===== src/rtl/load_store_unit.sv =====
// Load/store unit: bridges the single-cycle core to a req/ack data-memory bus.
// Latency: aligned access stalls k+1 cycles for an ack k cycles after bus_req; misaligned stalls 1 cycle.
// Backpressure: holds bus_req and all bus outputs until bus_ack; freezes the core via stall meanwhile.
//
// Ports:
//   clk, reset (async, active-low)
//   mem_read, MemWrite[1:0], ld_size[1:0], ld_unsigned, ALUResult[31:0], WriteData[31:0]  - core side
//   ReadData[31:0], stall, misalign, bus_err                                            - core side
//   bus_req, bus_we, bus_addr[31:0], bus_be[3:0], bus_wdata[31:0], bus_rdata[31:0], bus_ack - memory bus
//
// Optional feature: define LSU_TIMEOUT_EN to abort a BUSY access after TIMEOUT_CYCLES
// without an ack (bus_err pulse, ReadData cleared). Undefined: BUSY waits forever, bus_err = 0.

module load_store_unit #(
    parameter int TIMEOUT_CYCLES = 16
) (
    input  logic        clk,
    input  logic        reset,
    input  logic        mem_read,
    input  logic [1:0]  MemWrite,
    input  logic [1:0]  ld_size,
    input  logic        ld_unsigned,
    input  logic [31:0] ALUResult,
    input  logic [31:0] WriteData,
    output logic [31:0] ReadData,
    output logic        stall,
    output logic        misalign,
    output logic        bus_err,
    output logic        bus_req,
    output logic        bus_we,
    output logic [31:0] bus_addr,
    output logic [3:0]  bus_be,
    output logic [31:0] bus_wdata,
    input  logic [31:0] bus_rdata,
    input  logic        bus_ack
);

    typedef enum logic [1:0] {IDLE, BUSY, DONE} state_t;

    state_t      state_q;
    logic [31:0] rdata_q;
    logic        misalign_q;
    logic        req_q;
    logic        we_q;
    logic [31:0] addr_q;
    logic [3:0]  be_q;
    logic [31:0] wdata_q;
    // Load shape is latched at request time so extraction does not depend on
    // the core keeping its inputs steady through BUSY.
    logic [1:0]  ld_size_q;
    logic        ld_uns_q;
    logic [1:0]  lane_q;

    logic        is_store;
    logic        acc;
    logic        sz_byte, sz_half, sz_word;
    logic        misaligned;
    logic [3:0]  be_d;
    logic [31:0] wdata_d;
    logic [1:0]  ld_size_d;
    logic [31:0] lane;
    logic [31:0] ext;

    // Access decode; a store wins over a simultaneous load.
    always_comb begin
        is_store = (MemWrite != 2'b00);
        acc      = mem_read | is_store;
        sz_byte  = 1'b0;
        sz_half  = 1'b0;
        sz_word  = 1'b0;
        if (is_store) begin
            case (MemWrite)
                2'b01:   sz_word = 1'b1;
                2'b10:   sz_half = 1'b1;
                default: sz_byte = 1'b1;
            endcase
        end else begin
            case (ld_size)
                2'b00:   sz_byte = 1'b1;
                2'b01:   sz_half = 1'b1;
                default: sz_word = 1'b1;
            endcase
        end
        // Normalised so that the held size always selects word for ld_size=11.
        ld_size_d  = sz_byte ? 2'b00 : (sz_half ? 2'b01 : 2'b10);
        misaligned = (sz_word && (ALUResult[1:0] != 2'b00)) ||
                     (sz_half && ALUResult[0]);

        be_d    = 4'hF;
        wdata_d = WriteData;
        if (is_store && sz_half) begin
            be_d    = 4'b0011 << ALUResult[1:0];
            wdata_d = {2{WriteData[15:0]}};
        end else if (is_store && sz_byte) begin
            be_d    = 4'b0001 << ALUResult[1:0];
            wdata_d = {4{WriteData[7:0]}};
        end
    end

    // Lane extraction and extension of the returned word.
    always_comb begin
        lane = bus_rdata >> {lane_q, 3'b000};
        case (ld_size_q)
            2'b00:   ext = ld_uns_q ? {24'h0, lane[7:0]}  : {{24{lane[7]}}, lane[7:0]};
            2'b01:   ext = ld_uns_q ? {16'h0, lane[15:0]} : {{16{lane[15]}}, lane[15:0]};
            default: ext = lane;
        endcase
    end

`ifdef LSU_TIMEOUT_EN
    localparam int TMO_W = $clog2(TIMEOUT_CYCLES + 1);
    logic [TMO_W-1:0] tmo_q;
    logic             bus_err_q;
    logic             tmo_hit;

    assign tmo_hit = (tmo_q == TMO_W'(TIMEOUT_CYCLES - 1));
    assign bus_err = bus_err_q;
`else
    assign bus_err = 1'b0;
`endif

    always_ff @(posedge clk or negedge reset) begin
        if (!reset) begin
            state_q    <= IDLE;
            rdata_q    <= 32'h0;
            misalign_q <= 1'b0;
            req_q      <= 1'b0;
            we_q       <= 1'b0;
            addr_q     <= 32'h0;
            be_q       <= 4'h0;
            wdata_q    <= 32'h0;
            ld_size_q  <= 2'b00;
            ld_uns_q   <= 1'b0;
            lane_q     <= 2'b00;
`ifdef LSU_TIMEOUT_EN
            tmo_q      <= '0;
            bus_err_q  <= 1'b0;
`endif
        end else begin
            misalign_q <= 1'b0;
`ifdef LSU_TIMEOUT_EN
            bus_err_q  <= 1'b0;
`endif
            case (state_q)
                IDLE: begin
                    if (acc) begin
                        if (misaligned) begin
                            // Never reaches the bus; ReadData and memory untouched.
                            state_q    <= DONE;
                            misalign_q <= 1'b1;
                        end else begin
                            state_q   <= BUSY;
                            req_q     <= 1'b1;
                            we_q      <= is_store;
                            addr_q    <= {ALUResult[31:2], 2'b00};
                            be_q      <= be_d;
                            wdata_q   <= wdata_d;
                            ld_size_q <= ld_size_d;
                            ld_uns_q  <= ld_unsigned;
                            lane_q    <= ALUResult[1:0];
`ifdef LSU_TIMEOUT_EN
                            tmo_q     <= '0;
`endif
                        end
                    end
                end
                BUSY: begin
                    if (bus_ack) begin
                        req_q   <= 1'b0;
                        state_q <= DONE;
                        if (!we_q) begin
                            rdata_q <= ext;
                        end
`ifdef LSU_TIMEOUT_EN
                    end else if (tmo_hit) begin
                        req_q     <= 1'b0;
                        state_q   <= DONE;
                        bus_err_q <= 1'b1;
                        rdata_q   <= 32'h0;
                    end else begin
                        tmo_q <= tmo_q + TMO_W'(1);
`endif
                    end
                end
                // Commit cycle: any request seen here belongs to the retiring instruction.
                default: state_q <= IDLE;
            endcase
        end
    end

    // Released during DONE so the core commits exactly once; forced low in reset.
    assign stall = reset && (((state_q == IDLE) && acc) || (state_q == BUSY));

    assign ReadData  = rdata_q;
    assign misalign  = misalign_q;
    assign bus_req   = req_q;
    assign bus_we    = we_q;
    assign bus_addr  = addr_q;
    assign bus_be    = be_q;
    assign bus_wdata = wdata_q;

endmodule


===== config.mk =====
export PLATFORM = sky130hd
export DESIGN_NAME = load_store_unit
export DESIGN_NICKNAME = d
export VERILOG_FILES = /design/src/rtl/load_store_unit.sv
export SDC_FILE = /design/constraint.sdc
export NUM_CORES = 1
export LEC_CHECK = 0
export ABC_AREA = 1
export CAP_MARGIN = 20
export CORE_MARGIN = 4
export CORE_UTILIZATION = 44
export DETAILED_ROUTE_END_ITERATION = 8
export GPL_ROUTABILITY_DRIVEN = 1
export HOLD_SLACK_MARGIN = 0.12
export PLACE_DENSITY = 0.83
export SYNTH_ARGS = -nofsm -noshare
export SYNTH_HDL_FRONTEND = slang
export SYNTH_SLANG_ARGS = --single-unit

===== constraint.sdc =====
create_clock -name clk -period 1.5 [get_ports clk]
set_input_delay 0.3 -clock clk [delete_from_list [all_inputs] [get_ports clk]]
set_output_delay 0.3 -clock clk [all_outputs]
set_load 0.005 [all_outputs]

Yosys cells after proc, flatten, opt, wreduce, memory -nomap -nowiden
Cells that the tools add are included.
W data, S select, Z words.
{"block": "totals", "in_bits": 105, "ff_bits": 108}
{"block": "classes", "n_shift": 3, "reduce_logical": 20, "n_bitwise": 3, "n_mux": 29, "n_eq_ne": 8}
{"op": "$mux W32", "count": 4}
{"op": "$pmux W32 S2", "count": 1}
{"op": "$shr A32 B5 Y32", "count": 1}
{"op": "$mux W1", "count": 15}
{"op": "$mux W2", "count": 5}
{"op": "$eq A2 B1 Y1 const B", "count": 4}
{"op": "$mux W4", "count": 2}
{"op": "$logic_and A1 B1 Y1", "count": 6}
{"op": "$logic_not A2 Y1", "count": 3}
{"op": "$ne A2 B2 Y1 const B", "count": 3}
{"op": "$reduce_and A3 Y1", "count": 2}
{"op": "$reduce_bool A2 Y1", "count": 3}
{"op": "$pmux W2 S2", "count": 1}
{"op": "$reduce_and A4 Y1", "count": 1}
{"op": "$reduce_or A2 Y1", "count": 2}
{"op": "$shl A1 B2 Y4 const A", "count": 1}
{"op": "$shl A2 B2 Y4 const A", "count": 1}
{"op": "$eq A2 B2 Y1 const B", "count": 1}
{"op": "$logic_or A1 B1 Y1", "count": 2}
{"op": "$not A1 Y1", "count": 2}
{"op": "$pmux W1 S2", "count": 1}
{"op": "$reduce_and A2 Y1", "count": 1}
{"op": "$or A1 B1 Y1", "count": 1}

Longest topological paths before layout
Gate-level depths: netlist (run 1).
{"block": "depth", "ltp_word": 9, "mapped_depth": 13, "ltp_nobuf": 11}

Least setup slack after synthesis (run 1)
Ideal clock, no wire load.
{"block": "synth_timing", "path_type": "input -> register", "start": "input port MemWrite[0]", "end": "register wdata_q[23], in the netlist bus_wdata[23]", "t_required_ns": 1.384, "setup_time_ns": 0.116, "t_arrival_ns": 1.503, "cell_stages": 7, "path_slack_ns": -0.120, "path_cell_list": "inv_1 -> ha_1 -> nor2_2 -> buf_2 -> mux2_2 -> nand2_1 -> nand2_1"}
{"block": "synth_between", "elab_chain_len": 7, "elab_cells_between_ends": 20, "classes_between": "eq/ne: 2; mux: 8; bitwise: 2; reduce/logical: 8"}
{"item": "start: declaration", "line_no": "20", "text": "input logic [1:0] MemWrite,"}
{"item": "$eq A2 B1 Y1 / $eq A2 B2 Y1 (equally long branches)", "line_no": "72", "text": "case (MemWrite)"}
{"item": "$reduce_or A2 Y1 (no line) / $mux W1 (equally long branches)"}
{"item": "$mux W1, on equally long branches", "line_no": "72, 71"}
{"item": "$mux W1, or another cell as far along", "line_no": "71", "text": "if (is_store) begin"}
{"item": "$logic_and A1 B1 Y1 / $logic_or A1 B1 Y1 (equally long branches)", "line_no": "94, 86"}
{"item": "$mux W32 / $not A1 Y1 (equally long branches)"}
{"item": "$mux W32 / $reduce_and A3 Y1 (equally long branches)"}
{"item": "end signal: assignment", "line_no": "157", "text": "wdata_q <= wdata_d;"}
{"item": "end: declaration", "line_no": "47", "text": "logic [31:0] wdata_q;"}
Parallel ways exist; a longest one is shown, timed or not.
A chain may end at the register's enable or synchronous reset.

Worst setup path after layout (run 1)
{"block": "layout_timing", "start": "input port MemWrite[1]", "end": "register wdata_q[17], in the netlist bus_wdata[17]"}
Same word-level chain as after synthesis.

==> results of run 1 <==
==> registers in the layout, summed over array words and instances (netlist names), 2 cells and up <==
register and cells:
ReadData 32, bus_be 4, lane_q 2, state_q 2, ld_size_q 2, bus_wdata 32, bus_addr 30
==> power by group through the flow <==
stage / Clock [mW] / Sequential [mW] / Combinational [mW]
after floorplan: 0 / 5.15 / 3.41
after global placement: 0 / 5.14 / 7.67
after detailed placement: 0 / 5.16 / 7.82
after CTS: 2.71 / 5.09 / 7.56
after global routing: 2.84 / 5.52 / 9.89
final: 2.68 / 5.35 / 9.09
==> worst max path at each step <==
stage / start / endpoint / slack, ns / cells after the start
floorplan: MemWrite[0] / bus_addr[26]$_DFFE_PN0P_ / 0.01 / 13
global placement: MemWrite[0] / stall / -0.75 / 9
detailed placement: MemWrite[0] / bus_wdata[13]$_DFFE_PN0P_ / -0.80 / 13
CTS: state_q[0]$_DFFE_PN0P_ / stall / -0.07 / 4
global route: MemWrite[1] / bus_addr[19]$_DFFE_PN0P_ / -0.15 / 12
finish: MemWrite[1] / bus_wdata[17]$_DFFE_PN0P_ / -0.1 / 12
==> worst max-delay path, stage by stage <==
cell       delay, ns
buf_2           0.12
inv_4           0.05
ha_4            0.16
buf_6           0.12
o211ai_1        0.23
nand2_2         0.12
nor2_4          0.17
buf_12          0.18
clkinv_16       0.09
clkbuf_16       0.17
nand2_2         0.05
nand2_1         0.06
==> synthesized netlist by cell type (2+ instances only) <==
cell / number
buf_2: 15
buf_6: 3
a21boi_0: 2
clkbuf_1: 12
o21ai_0: 23
mux2_2: 8
dfrtp_1: 108
buf_4: 6
nand2_1: 363
nor2_2: 2
inv_1: 47
or2_2: 23
nand3_1: 49
o211ai_1: 11
nor2_1: 24
ha_1: 9
a21oi_1: 10
inv_2: 3
==> cell families (layout without fill, tap and decap cells) <==
family	Yosys count	in the layout
simple gates	463	463
compound gates	47	47
buf+inv	87	363
flops	108	108
other cells	1	3
mux	8	8
fa+ha+maj	9	9
==> routing by layer <==
metal / global-route usage (%) / up-vias / wire [um]
met3: 8.64 / 28 / 1930
met4: 6.59 / 0 / 317
li1: - / 2770 / -
met1: 30.4 / 2793 / 7590
met2: 40.4 / 273 / 9900
met5: 0 / - / 0
==> through the flow <==
stage	instance area (sq um)	hold slack, ns	std cells	worst slack [ns]
after floorplan	5470	0.00441	725	0.0100
after global placement	8020	0.453	1115	-0.749
after detailed placement	8020	0.457	1115	-0.800
after CTS	8500	0.247	1149	-0.0738
after global routing	9180	0.281	1169	-0.147
final	9180	0.217	1169	-0.0969
==> final cells by class <==
cell class,instances,area [sq um]
fill,801,2880
clock buffer,13,270
multi-input combinational,530,2710
inverter,50,219
timing repair buffer,296,2990
tap,168,210
timing repair inverter,1,11.3
sequential,108,2710
clock inverter,3,67.6
==> timing repair <==
action                     in CTS  in global routing
gates resized for setup       139                133
hold buffers                    0                  0
pin swaps                       9                 19
setup buffers                  14                  7
gates cloned                    4                 13
setup endpoints to repair     178                101
==> flow_results.xml, run 1 <==
<?xml version="1.0" encoding="UTF-8"?>
<metrics>
  <group name="run_status">
    <metric name="outcome" unit="">complete, but fails checks</metric>
    <metric name="failed_checks" unit="">negative setup slack</metric>
  </group>
  <group name="synthesis">
    <metric name="synth_xor_area_share" unit="%">0</metric>
    <metric name="synth_cell_type_count" unit="">23</metric>
    <metric name="synth.mux.area_fraction" unit="%">1.66</metric>
    <metric name="ys_async_sr_fraction" unit="%">100</metric>
    <metric name="yosys.area_share.simple" unit="%">34.4</metric>
    <metric name="synth-compound-area-share" unit="%">4.94</metric>
    <metric name="synth_top_family_by_area" unit="">simple AND/OR/NAND/NOR gates</metric>
    <metric name="synth_largest_area_cell" unit="">dfrtp_1</metric>
    <metric name="post_synthesis_adder_cell_area_fraction" unit="%">2.07</metric>
    <metric name="post_synth_inst_count" unit="">723</metric>
    <metric name="ys_seq_area_share" unit="%">49.7</metric>
    <metric name="mappedNetlistArea" unit="sq mm">0.00544</metric>
    <metric name="synth-warning-count" unit="">0</metric>
    <metric name="yosys_most_used_dff" unit="">dfrtp_1</metric>
    <metric name="yosys-top-cells-area" unit="">dfrtp_1 50%, nand2_1 25%, nand3_1 4.5%</metric>
    <metric name="netlist.area_leader.share" unit="%">49.7</metric>
    <metric name="syn_area_per_cell" unit="sq um">7.52</metric>
    <metric name="synth_edf_count" unit="">0</metric>
    <metric name="postSynthRegisterBits" unit="">108</metric>
  </group>
  <group name="layout">
    <metric name="post_route_cells_drive_above_1_share" unit="%">24.4</metric>
    <metric name="leading_cell_type_in_the_layout_fill_and_taps_excluded" unit="">nand2_1</metric>
    <metric name="final_cell_mix" unit="">282 x nand2_1, 105 x dfrtp_1, 100 x dlygate4sd2_1, 97 x clkdlybuf4s50_1, 60 x nand2_2</metric>
    <metric name="finalNetCount" unit="">1110</metric>
    <metric name="antenna_cells_inserted" unit="">0</metric>
    <metric name="finalCoreUtilization" unit="%">76.1</metric>
    <metric name="area_added_between_synthesis_and_finish" unit="%">68.8</metric>
  </group>
  <group name="critical_path">
    <metric name="reg_to_reg_critical_path_startpoint" unit="">state_q[0]$_DFFE_PN0P_</metric>
    <metric name="reg2reg_setup_slack" unit="ns">-0.08</metric>
    <metric name="largest_driver_fanout_on_the_critical_path" unit="">6</metric>
    <metric name="crit-reg2reg-capture" unit="">bus_wdata[17]$_DFFE_PN0P_</metric>
    <metric name="cp_data_required_time" unit="ns">1.74</metric>
    <metric name="worst_setup_path_start_kind" unit="">input pin</metric>
    <metric name="rr_worst_depth" unit="">9</metric>
    <metric name="worstSetupPathType" unit="">input pin to flop</metric>
    <metric name="cp.arrival" unit="ns">1.83</metric>
    <metric name="endpoint_kind" unit="">flop</metric>
  </group>
  <group name="routing">
    <metric name="post-route-drc-count" unit="">0</metric>
    <metric name="final_antenna_net_count" unit="">0</metric>
    <metric name="via_count_normalized_by_instance_count" unit="">5.02</metric>
    <metric name="routed_wirelength" unit="um">19700</metric>
    <metric name="drt_pass1_iterations" unit="">5</metric>
    <metric name="detail_route.iter0.violations" unit="">471</metric>
    <metric name="post_drt_wl_per_cell" unit="um">16.9</metric>
    <metric name="dr_total_vias" unit="">5864</metric>
  </group>
  <group name="timing">
    <metric name="maxClockFrequency" unit="MHz">626</metric>
    <metric name="final_max_slew_viol_count" unit="">0</metric>
    <metric name="final.min_clock_period" unit="ns">1.60</metric>
    <metric name="worst-slew-pin-transition" unit="ns">0.712</metric>
    <metric name="hold_viol" unit="">0</metric>
    <metric name="final.setup.tns" unit="ns">-3.88</metric>
    <metric name="slew_headroom" unit="%">52.5</metric>
    <metric name="rsz0062_at_grt" unit="">true</metric>
    <metric name="finalCritPeriodShare" unit="%">106</metric>
    <metric name="fin_clk_skew" unit="ns">0.00746</metric>
    <metric name="worst_slack" unit="ns">-0.0969</metric>
    <metric name="setup_violators_final" unit="">73</metric>
  </group>
  <group name="global_route">
    <metric name="grt_antenna_before_repair" unit="">0</metric>
    <metric name="grt.overflow.total" unit="">0</metric>
    <metric name="grt_start_max_net_pins" unit="">56</metric>
    <metric name="grt_pass1_vias" unit="">5602</metric>
    <metric name="global_route.usage.total" unit="%">24.5</metric>
    <metric name="wire_length_of_the_first_global_routing_pass" unit="um">27800</metric>
  </group>
  <group name="clock_network">
    <metric name="clk_pin_slew" unit="ns">0.07</metric>
    <metric name="tritoncts_buffers" unit="">9</metric>
    <metric name="cts_tree" unit="">built</metric>
    <metric name="clock_tree.root_cell" unit="">clkbuf_16</metric>
    <metric name="clockBufferDepth" unit="">2</metric>
    <metric name="clk-insertion-delay-late" unit="ns">0.35</metric>
    <metric name="clkSinkCount" unit="">108</metric>
    <metric name="cts_max_level" unit="">3</metric>
  </group>
  <group name="pwr">
    <metric name="total_switching_power" unit="mW">6.56</metric>
    <metric name="total_power" unit="mW">17.1</metric>
    <metric name="sequentialPowerShare" unit="%">31.2</metric>
    <metric name="cell_internal_pwr" unit="mW">10.6</metric>
    <metric name="comb_power_share" unit="%">53.1</metric>
    <metric name="net_switching_fraction_of_the_power" unit="%">38.3</metric>
    <metric name="clock_power_share" unit="%">15.7</metric>
    <metric name="leakage" unit="nW">4.87</metric>
    <metric name="ir_worst_vdd" unit="V">0.000997</metric>
    <metric name="power_density_over_the_cells" unit="mW/mm^2">1860</metric>
  </group>
  <group name="placement">
    <metric name="io_buffer_count" unit="">206</metric>
    <metric name="hpwlAfterDp" unit="um">12200</metric>
    <metric name="routabilityCongestion" unit="">0.893</metric>
  </group>
  <group name="min_path">
    <metric name="worstHoldPathType" unit="">input pin to async pin</metric>
  </group>
  <group name="floorplan">
    <metric name="die_area" unit="sq mm">0.0142</metric>
    <metric name="die-height" unit="um">119</metric>
    <metric name="design.core.area" unit="sq mm">0.0121</metric>
    <metric name="die_width" unit="um">119</metric>
    <metric name="initial_utilization" unit="%">45.1</metric>
    <metric name="rows" unit="">40</metric>
    <metric name="pin_count" unit="">210</metric>
  </group>
  <group name="job">
    <metric name="drv.max_cap_violation_count" unit="">0</metric>
  </group>
</metrics>
Note: power is estimated with default switching activity, not from simulation.
==> inputs of run 2 (changes only) <==
==> constraint.sdc (replaced) <==
create_clock -name clk -period 1.5 [get_ports clk]
set_input_delay 0.3 -clock clk [delete_from_list [all_inputs] [get_ports clk]]
set_output_delay 0.3 -clock clk [all_outputs]
set_load 0.1 [all_outputs]
==> run 2 against run 1 <==
The flow still finishes with violations (negative setup slack). First-iteration DRC count rose to 2.9 times the previous value. Non-clock buffer count rose by 20. Via count rose by 29%. Largest cell class unchanged.
==> flow_results.xml, run 2 (synthesized netlist as in run 1, its figures left out) <==
<?xml version="1.0" encoding="UTF-8"?>
<metrics>
  <group name="layout">
    <metric name="final_cell_mix" unit="">203 x nand2_1, 116 x buf_12, 106 x dfrtp_1, 99 x clkdlybuf4s50_1, 86 x nand2_2</metric>
    <metric name="finalCoreUtilization" unit="%">93.0</metric>
    <metric name="post_route_cells_drive_above_1_share" unit="%">45.2</metric>
    <metric name="layout.cell_area.non_filler" unit="sq mm">0.0112</metric>
    <metric name="area_added_between_synthesis_and_finish" unit="%">106</metric>
    <metric name="fillerInstances" unit="">289</metric>
    <metric name="finalNetCount" unit="">1130</metric>
    <metric name="leading_cell_type_in_the_layout_fill_and_taps_excluded" unit="">nand2_1</metric>
    <metric name="antenna_cells_inserted" unit="">0</metric>
  </group>
  <group name="floorplan">
    <metric name="die-height" unit="um">119</metric>
    <metric name="rows" unit="">40</metric>
    <metric name="initial_utilization" unit="%">45.1</metric>
    <metric name="die_area" unit="sq mm">0.0142</metric>
    <metric name="die_width" unit="um">119</metric>
    <metric name="pin_count" unit="">210</metric>
    <metric name="design.core.area" unit="sq mm">0.0121</metric>
  </group>
  <group name="critical_path">
    <metric name="crit-reg2reg-capture" unit="">bus_wdata[0]$_DFFE_PN0P_</metric>
    <metric name="worst_path_most_repeated_cell" unit="">buf_4</metric>
    <metric name="cp.arrival" unit="ns">2.20</metric>
    <metric name="worstSetupPathType" unit="">input pin to flop</metric>
    <metric name="reg2reg_setup_slack" unit="ns">-0.34</metric>
    <metric name="reg_to_reg_critical_path_startpoint" unit="">state_q[0]$_DFFE_PN0P_</metric>
    <metric name="largest_driver_fanout_on_the_critical_path" unit="">5</metric>
    <metric name="worst_setup_path_start_kind" unit="">input pin</metric>
    <metric name="critPathBufInv" unit="">6</metric>
    <metric name="cp-startpoint" unit="">MemWrite[1]</metric>
    <metric name="cp_data_required_time" unit="ns">1.78</metric>
    <metric name="rr_worst_depth" unit="">8</metric>
    <metric name="cp_top_family" unit="">buffers and inverters</metric>
    <metric name="cpMaxStageDelayCell" unit="">o21ai_1</metric>
    <metric name="worst_setup_path_endpoint" unit="">bus_wdata[12]$_DFFE_PN0P_</metric>
    <metric name="critical_path_cell_count" unit="">11</metric>
    <metric name="path_cells" unit="">buf_6 &gt; buf_6 &gt; buf_4 &gt; buf_4 &gt; ha_4 &gt; buf_4 &gt; buf_4 &gt; o21ai_1 &gt; nand2_1 &gt; nand2_1 &gt; nand2_1</metric>
    <metric name="endpoint_kind" unit="">flop</metric>
    <metric name="slowest_delay" unit="ns">0.46</metric>
  </group>
  <group name="placement">
    <metric name="routabilityCongestion" unit="">0.915</metric>
    <metric name="io_buffer_count" unit="">206</metric>
    <metric name="hpwlAfterDp" unit="um">14400</metric>
    <metric name="dpl-instance-area" unit="sq mm">0.00917</metric>
  </group>
  <group name="routing">
    <metric name="final_antenna_net_count" unit="">0</metric>
    <metric name="routed_wirelength" unit="um">35200</metric>
    <metric name="dr_total_vias" unit="">7552</metric>
    <metric name="drt_pass1_iterations" unit="">8</metric>
    <metric name="post-route-drc-count" unit="">0</metric>
    <metric name="post_drt_wl_per_cell" unit="um">29.6</metric>
    <metric name="detail_route.iter0.violations" unit="">1366</metric>
    <metric name="via_count_normalized_by_instance_count" unit="">6.35</metric>
  </group>
  <group name="timing">
    <metric name="finalCritPeriodShare" unit="%">128</metric>
    <metric name="rsz0062_at_grt" unit="">true</metric>
    <metric name="final_max_slew_viol_count" unit="">0</metric>
    <metric name="fin_clk_skew" unit="ns">0.0190</metric>
    <metric name="worst-slew-pin-transition" unit="ns">0.658</metric>
    <metric name="slew_headroom" unit="%">56.1</metric>
    <metric name="worst_slack" unit="ns">-0.422</metric>
    <metric name="maxClockFrequency" unit="MHz">520</metric>
    <metric name="setup_violators_final" unit="">101</metric>
    <metric name="hold_viol" unit="">0</metric>
    <metric name="fin_worst_hold_slack" unit="ns">0.451</metric>
    <metric name="final.min_clock_period" unit="ns">1.92</metric>
  </group>
  <group name="global_route">
    <metric name="grt_antenna_before_repair" unit="">0</metric>
    <metric name="grt_start_max_net_pins" unit="">109</metric>
    <metric name="grt.overflow.total" unit="">0</metric>
    <metric name="global_route.usage.total" unit="%">37.2</metric>
    <metric name="grt_pass1_vias" unit="">7060</metric>
    <metric name="wire_length_of_the_first_global_routing_pass" unit="um">40500</metric>
  </group>
  <group name="clock_network">
    <metric name="cts_max_level" unit="">3</metric>
    <metric name="clk_pin_slew" unit="ns">0.09</metric>
    <metric name="clk-insertion-delay-late" unit="ns">0.40</metric>
    <metric name="clkSinkCount" unit="">108</metric>
    <metric name="clockBufferDepth" unit="">2</metric>
    <metric name="tritoncts_buffers" unit="">9</metric>
    <metric name="cts_tree" unit="">built</metric>
    <metric name="clock_tree.root_cell" unit="">clkbuf_16</metric>
  </group>
  <group name="run_status">
    <metric name="outcome" unit="">complete, but fails checks</metric>
    <metric name="failed_checks" unit="">negative setup slack</metric>
  </group>
  <group name="min_path">
    <metric name="worst_hold_startpoint" unit="">ALUResult[13]</metric>
    <metric name="worstHoldPathType" unit="">input pin to flop</metric>
  </group>
  <group name="job">
    <metric name="drv.max_cap_violation_count" unit="">0</metric>
  </group>
</metrics>
-- run 2: worst min-delay path by stage --
stage	depth (start not counted)	slack, ns	to
2_1_floorplan	0	0.004	ReadData[0]$_DFFE_PN0P_
3_3_place_gp	2	0.47	bus_addr[28]$_DFFE_PN0P_
3_5_place_dp	2	0.47	ReadData[8]$_DFFE_PN0P_
4_1_cts	3	0.47	bus_addr[26]$_DFFE_PN0P_
5_1_grt	3	0.48	bus_addr[13]$_DFFE_PN0P_
6_report	3	0.45	bus_addr[13]$_DFFE_PN0P_
-- run 2: what timing repair did --
action,4_1_cts,5_1_grt
hold endpoints to repair,108,0
setup endpoints to repair,79,103
pin swaps,24,44
hold buffers,1,0
setup buffers,29,15
cloned,10,7
resized for setup,105,243
-- run 2: routing by layer --
metal  track usage [%]  wire length [um]  vias up
met1              41.6             11100     3518
met4              20.7              3790        0
met5                 0                 0        -
met2              62.0             15100      885
met3              12.8              5200      336
li1                  -                 -     2813
-- run 2: layout make-up --
class / count / area (sq um) / share of cell area, %
clock inverter: 7 / 56.3 / 0.502
timing repair inverter: 1 / 16.3 / 0.145
inverter: 50 / 239 / 2.13
sequential: 108 / 2710 / 24.1
multi-input combinational: 530 / 3330 / 29.7
clock buffer: 9 / 225 / 2.01
tap: 168 / 210 / 1.87
timing repair buffer: 316 / 4430 / 39.5
-- run 2: through the flow --
step	setup WS [ns]	std cells	setup TNS, ns
4_1_cts	-0.177	1171	-5.67
3_3_place_gp	-0.598	1116	-48.01
6_report	-0.422	1189	-23.00
5_1_grt	-0.394	1189	-25.43
3_5_place_dp	-0.689	1116	-54.36
2_1_floorplan	-0.0954	725	-0.837
-- run 2: worst min-delay path: stages --
cell and delay [ns]:
clkdlybuf4s50_1 0.39, nand2_1 0.06, nand2_1 0.05
Power of run 2 is left out: the tool's default activity adds up to more than one toggle a clock period on the data nets, which glitch-free logic cannot reach.
==> inputs of run 3 (changes only) <==
--- a/config.mk
+++ b/config.mk
@@ -13,6 +13,8 @@
 export GPL_ROUTABILITY_DRIVEN = 1
 export HOLD_SLACK_MARGIN = 0.12
 export PLACE_DENSITY = 0.83
+export SKIP_LAST_GASP = 1
+export SLEW_MARGIN = 10
 export SYNTH_ARGS = -nofsm -noshare
 export SYNTH_HDL_FRONTEND = slang
 export SYNTH_SLANG_ARGS = --single-unit
==> run 3 against run 2 <==
The flow still finishes with violations (negative setup slack). Cell area is 5.9% lower. Global-route usage is 0.79 points higher. Flip-flop and latch count stayed put. Core utilization is 5.5 points lower. Clock-buffer cell count stayed put. Setup slack worse by 0.044 ns. Critical path depth stayed put. Register-to-register slack worse by 0.08 ns. First-iteration DRC count is 23% lower. Critical path type unchanged.
==> flow_results.xml, run 3 (synthesized netlist as in run 1, its figures left out) <==
<?xml version="1.0" encoding="UTF-8"?>
<metrics>
  <group name="critical_path">
    <metric name="critPathBufInv" unit="">6</metric>
    <metric name="cpMaxStageDelayCell" unit="">inv_1</metric>
    <metric name="crit-reg2reg-capture" unit="">bus_wdata[3]$_DFFE_PN0P_</metric>
    <metric name="endpoint_kind" unit="">flop</metric>
    <metric name="cp.arrival" unit="ns">2.28</metric>
    <metric name="slowest_delay" unit="ns">0.32</metric>
    <metric name="path_cells" unit="">buf_6 &gt; buf_6 &gt; buf_4 &gt; buf_4 &gt; ha_4 &gt; buf_4 &gt; inv_1 &gt; o21ai_0 &gt; o21ai_0 &gt; nand2_1 &gt; nand2_1</metric>
    <metric name="rr_worst_depth" unit="">9</metric>
    <metric name="cp-startpoint" unit="">MemWrite[1]</metric>
    <metric name="reg2reg_setup_slack" unit="ns">-0.42</metric>
    <metric name="reg_to_reg_critical_path_startpoint" unit="">state_q[0]$_DFFE_PN0P_</metric>
    <metric name="cp_top_family" unit="">buffers and inverters</metric>
    <metric name="cp_data_required_time" unit="ns">1.81</metric>
    <metric name="worstSetupPathType" unit="">input pin to flop</metric>
    <metric name="worst_setup_path_start_kind" unit="">input pin</metric>
    <metric name="worst_path_most_repeated_cell" unit="">buf_4</metric>
    <metric name="largest_driver_fanout_on_the_critical_path" unit="">8</metric>
  </group>
  <group name="floorplan">
    <metric name="die_width" unit="um">119</metric>
    <metric name="die_area" unit="sq mm">0.0142</metric>
    <metric name="rows" unit="">40</metric>
    <metric name="pin_count" unit="">210</metric>
    <metric name="die-height" unit="um">119</metric>
    <metric name="initial_utilization" unit="%">45.1</metric>
    <metric name="design.core.area" unit="sq mm">0.0121</metric>
  </group>
  <group name="layout">
    <metric name="fillerInstances" unit="">464</metric>
    <metric name="finalNetCount" unit="">1123</metric>
    <metric name="post_route_cells_drive_above_1_share" unit="%">36.0</metric>
    <metric name="final_cell_mix" unit="">294 x nand2_1, 115 x buf_12, 106 x dfrtp_1, 98 x clkdlybuf4s50_1, 62 x buf_4</metric>
    <metric name="post_layout_nonfiller_instances" unit="">1183</metric>
    <metric name="area_added_between_synthesis_and_finish" unit="%">94.1</metric>
    <metric name="leading_cell_type_in_the_layout_fill_and_taps_excluded" unit="">nand2_1</metric>
  </group>
  <group name="placement">
    <metric name="dp.cells" unit="">1116</metric>
    <metric name="hpwlAfterDp" unit="um">14400</metric>
    <metric name="routabilityCongestion" unit="">0.915</metric>
    <metric name="dp_worst_setup_slack" unit="ns">-0.689</metric>
    <metric name="io_buffer_count" unit="">206</metric>
  </group>
  <group name="routing">
    <metric name="dr_total_vias" unit="">7278</metric>
    <metric name="final_antenna_net_count" unit="">0</metric>
    <metric name="detail_route.iter0.violations" unit="">1050</metric>
    <metric name="drt_pass1_iterations" unit="">7</metric>
    <metric name="post_drt_wl_per_cell" unit="um">27.0</metric>
    <metric name="via_count_normalized_by_instance_count" unit="">6.15</metric>
    <metric name="post-route-drc-count" unit="">0</metric>
    <metric name="routed_wirelength" unit="um">31900</metric>
  </group>
  <group name="run_status">
    <metric name="failed_checks" unit="">negative setup slack</metric>
    <metric name="outcome" unit="">complete, but fails checks</metric>
  </group>
  <group name="clock_network">
    <metric name="clockBufferDepth" unit="">2</metric>
    <metric name="clk-insertion-delay-late" unit="ns">0.38</metric>
    <metric name="cts_max_level" unit="">3</metric>
    <metric name="clock_tree.root_cell" unit="">clkbuf_16</metric>
    <metric name="tritoncts_buffers" unit="">9</metric>
    <metric name="clk_pin_slew" unit="ns">0.09</metric>
    <metric name="clkSinkCount" unit="">108</metric>
    <metric name="cts_tree" unit="">built</metric>
  </group>
  <group name="timing">
    <metric name="maxClockFrequency" unit="MHz">509</metric>
    <metric name="fin_worst_hold_slack" unit="ns">0.480</metric>
    <metric name="worst_slack" unit="ns">-0.466</metric>
    <metric name="worst-slew-pin-transition" unit="ns">0.588</metric>
    <metric name="rsz0062_at_grt" unit="">true</metric>
    <metric name="hold_viol" unit="">0</metric>
    <metric name="finalCritPeriodShare" unit="%">131</metric>
    <metric name="final_max_slew_viol_count" unit="">0</metric>
    <metric name="fin_clk_skew" unit="ns">0.0146</metric>
    <metric name="final.min_clock_period" unit="ns">1.97</metric>
    <metric name="final.setup.tns" unit="ns">-19.08</metric>
    <metric name="slew_headroom" unit="%">60.8</metric>
    <metric name="setup_violators_final" unit="">87</metric>
  </group>
  <group name="min_path">
    <metric name="worst_hold_startpoint" unit="">ALUResult[11]</metric>
    <metric name="worstHoldPathType" unit="">input pin to flop</metric>
    <metric name="min_to" unit="">bus_addr[11]$_DFFE_PN0P_</metric>
    <metric name="timing.hold.worst_path_depth" unit="">3</metric>
  </group>
  <group name="global_route">
    <metric name="grtUsageMet3" unit="%">12.8</metric>
    <metric name="global_route.peak_usage_layer" unit="">met2</metric>
    <metric name="grt_antenna_before_repair" unit="">3</metric>
    <metric name="grt_util_met2" unit="%">62.5</metric>
    <metric name="grt_pass1_vias" unit="">7121</metric>
    <metric name="use_met1" unit="%">42.7</metric>
    <metric name="grt.overflow.total" unit="">0</metric>
    <metric name="grt_start_max_net_pins" unit="">109</metric>
    <metric name="wire_length_of_the_first_global_routing_pass" unit="um">41000</metric>
    <metric name="global_route.usage.total" unit="%">38.0</metric>
  </group>
  <group name="job">
    <metric name="drv.max_cap_violation_count" unit="">0</metric>
  </group>
</metrics>
==> run 3: cell type report <==
class,count,area (sq um),share of cell area [%]
Antenna cell,1,2.50,0.0237
Clock buffer,9,225,2.13
Clock inverter,7,56.3,0.533
Inverter,50,238,2.25
Multi-Input combinational cell,530,2810,26.6
Sequential cell,108,2710,25.6
Tap cell,168,210,1.99
Timing Repair Buffer,309,4300,40.7
Timing Repair inverter,1,16.3,0.154
==> run 3: what timing repair did <==
action                                  4_1_cts  5_1_grt
pin swaps                                    24       16
hold buffers                                  1        0
gates resized for setup                     104       71
hold endpoints to repair                    108        0
cloned                                       10        2
setup buffers                                29       11
endpoints found under the setup margin       79      104
==> run 3: worst register-to-register path, stage by stage (launching register included) <==
cell     delay, ns
dfrtp_1       0.42
nor2_2        0.17
nand2_2       0.10
buf_4         0.16
nor2_4        0.16
buf_12        0.14
buf_12        0.11
buf_4         0.16
nand2_1       0.27
nand2_2       0.17
==> run 3: worst max-delay path by stage <==
stage,to,cells after the start
finish,bus_be[1]$_DFFE_PN0P_,11
global route,bus_wdata[3]$_DFFE_PN0P_,11
CTS,stall,4
detailed placement,bus_addr[22]$_DFFE_PN0P_,13
global placement,bus_addr[17]$_DFFE_PN0P_,13
floorplan,stall,7
==> run 3: layer usage <==
layer,wire [um],vias up
met1,9770,3363
met5,22,-
li1,-,2804
met4,3210,4
met2,14100,819
met3,4810,288
==> run 3: stage by stage <==
stage / util, % / area, sq um
detailed placement: 76.0 / 9170
floorplan: - / 5620
global placement: 76.0 / 9170
global route: 87.5 / 10600
CTS: 85.2 / 10300
finish: 87.5 / 10600
Power of run 3 is left out for the same reason.
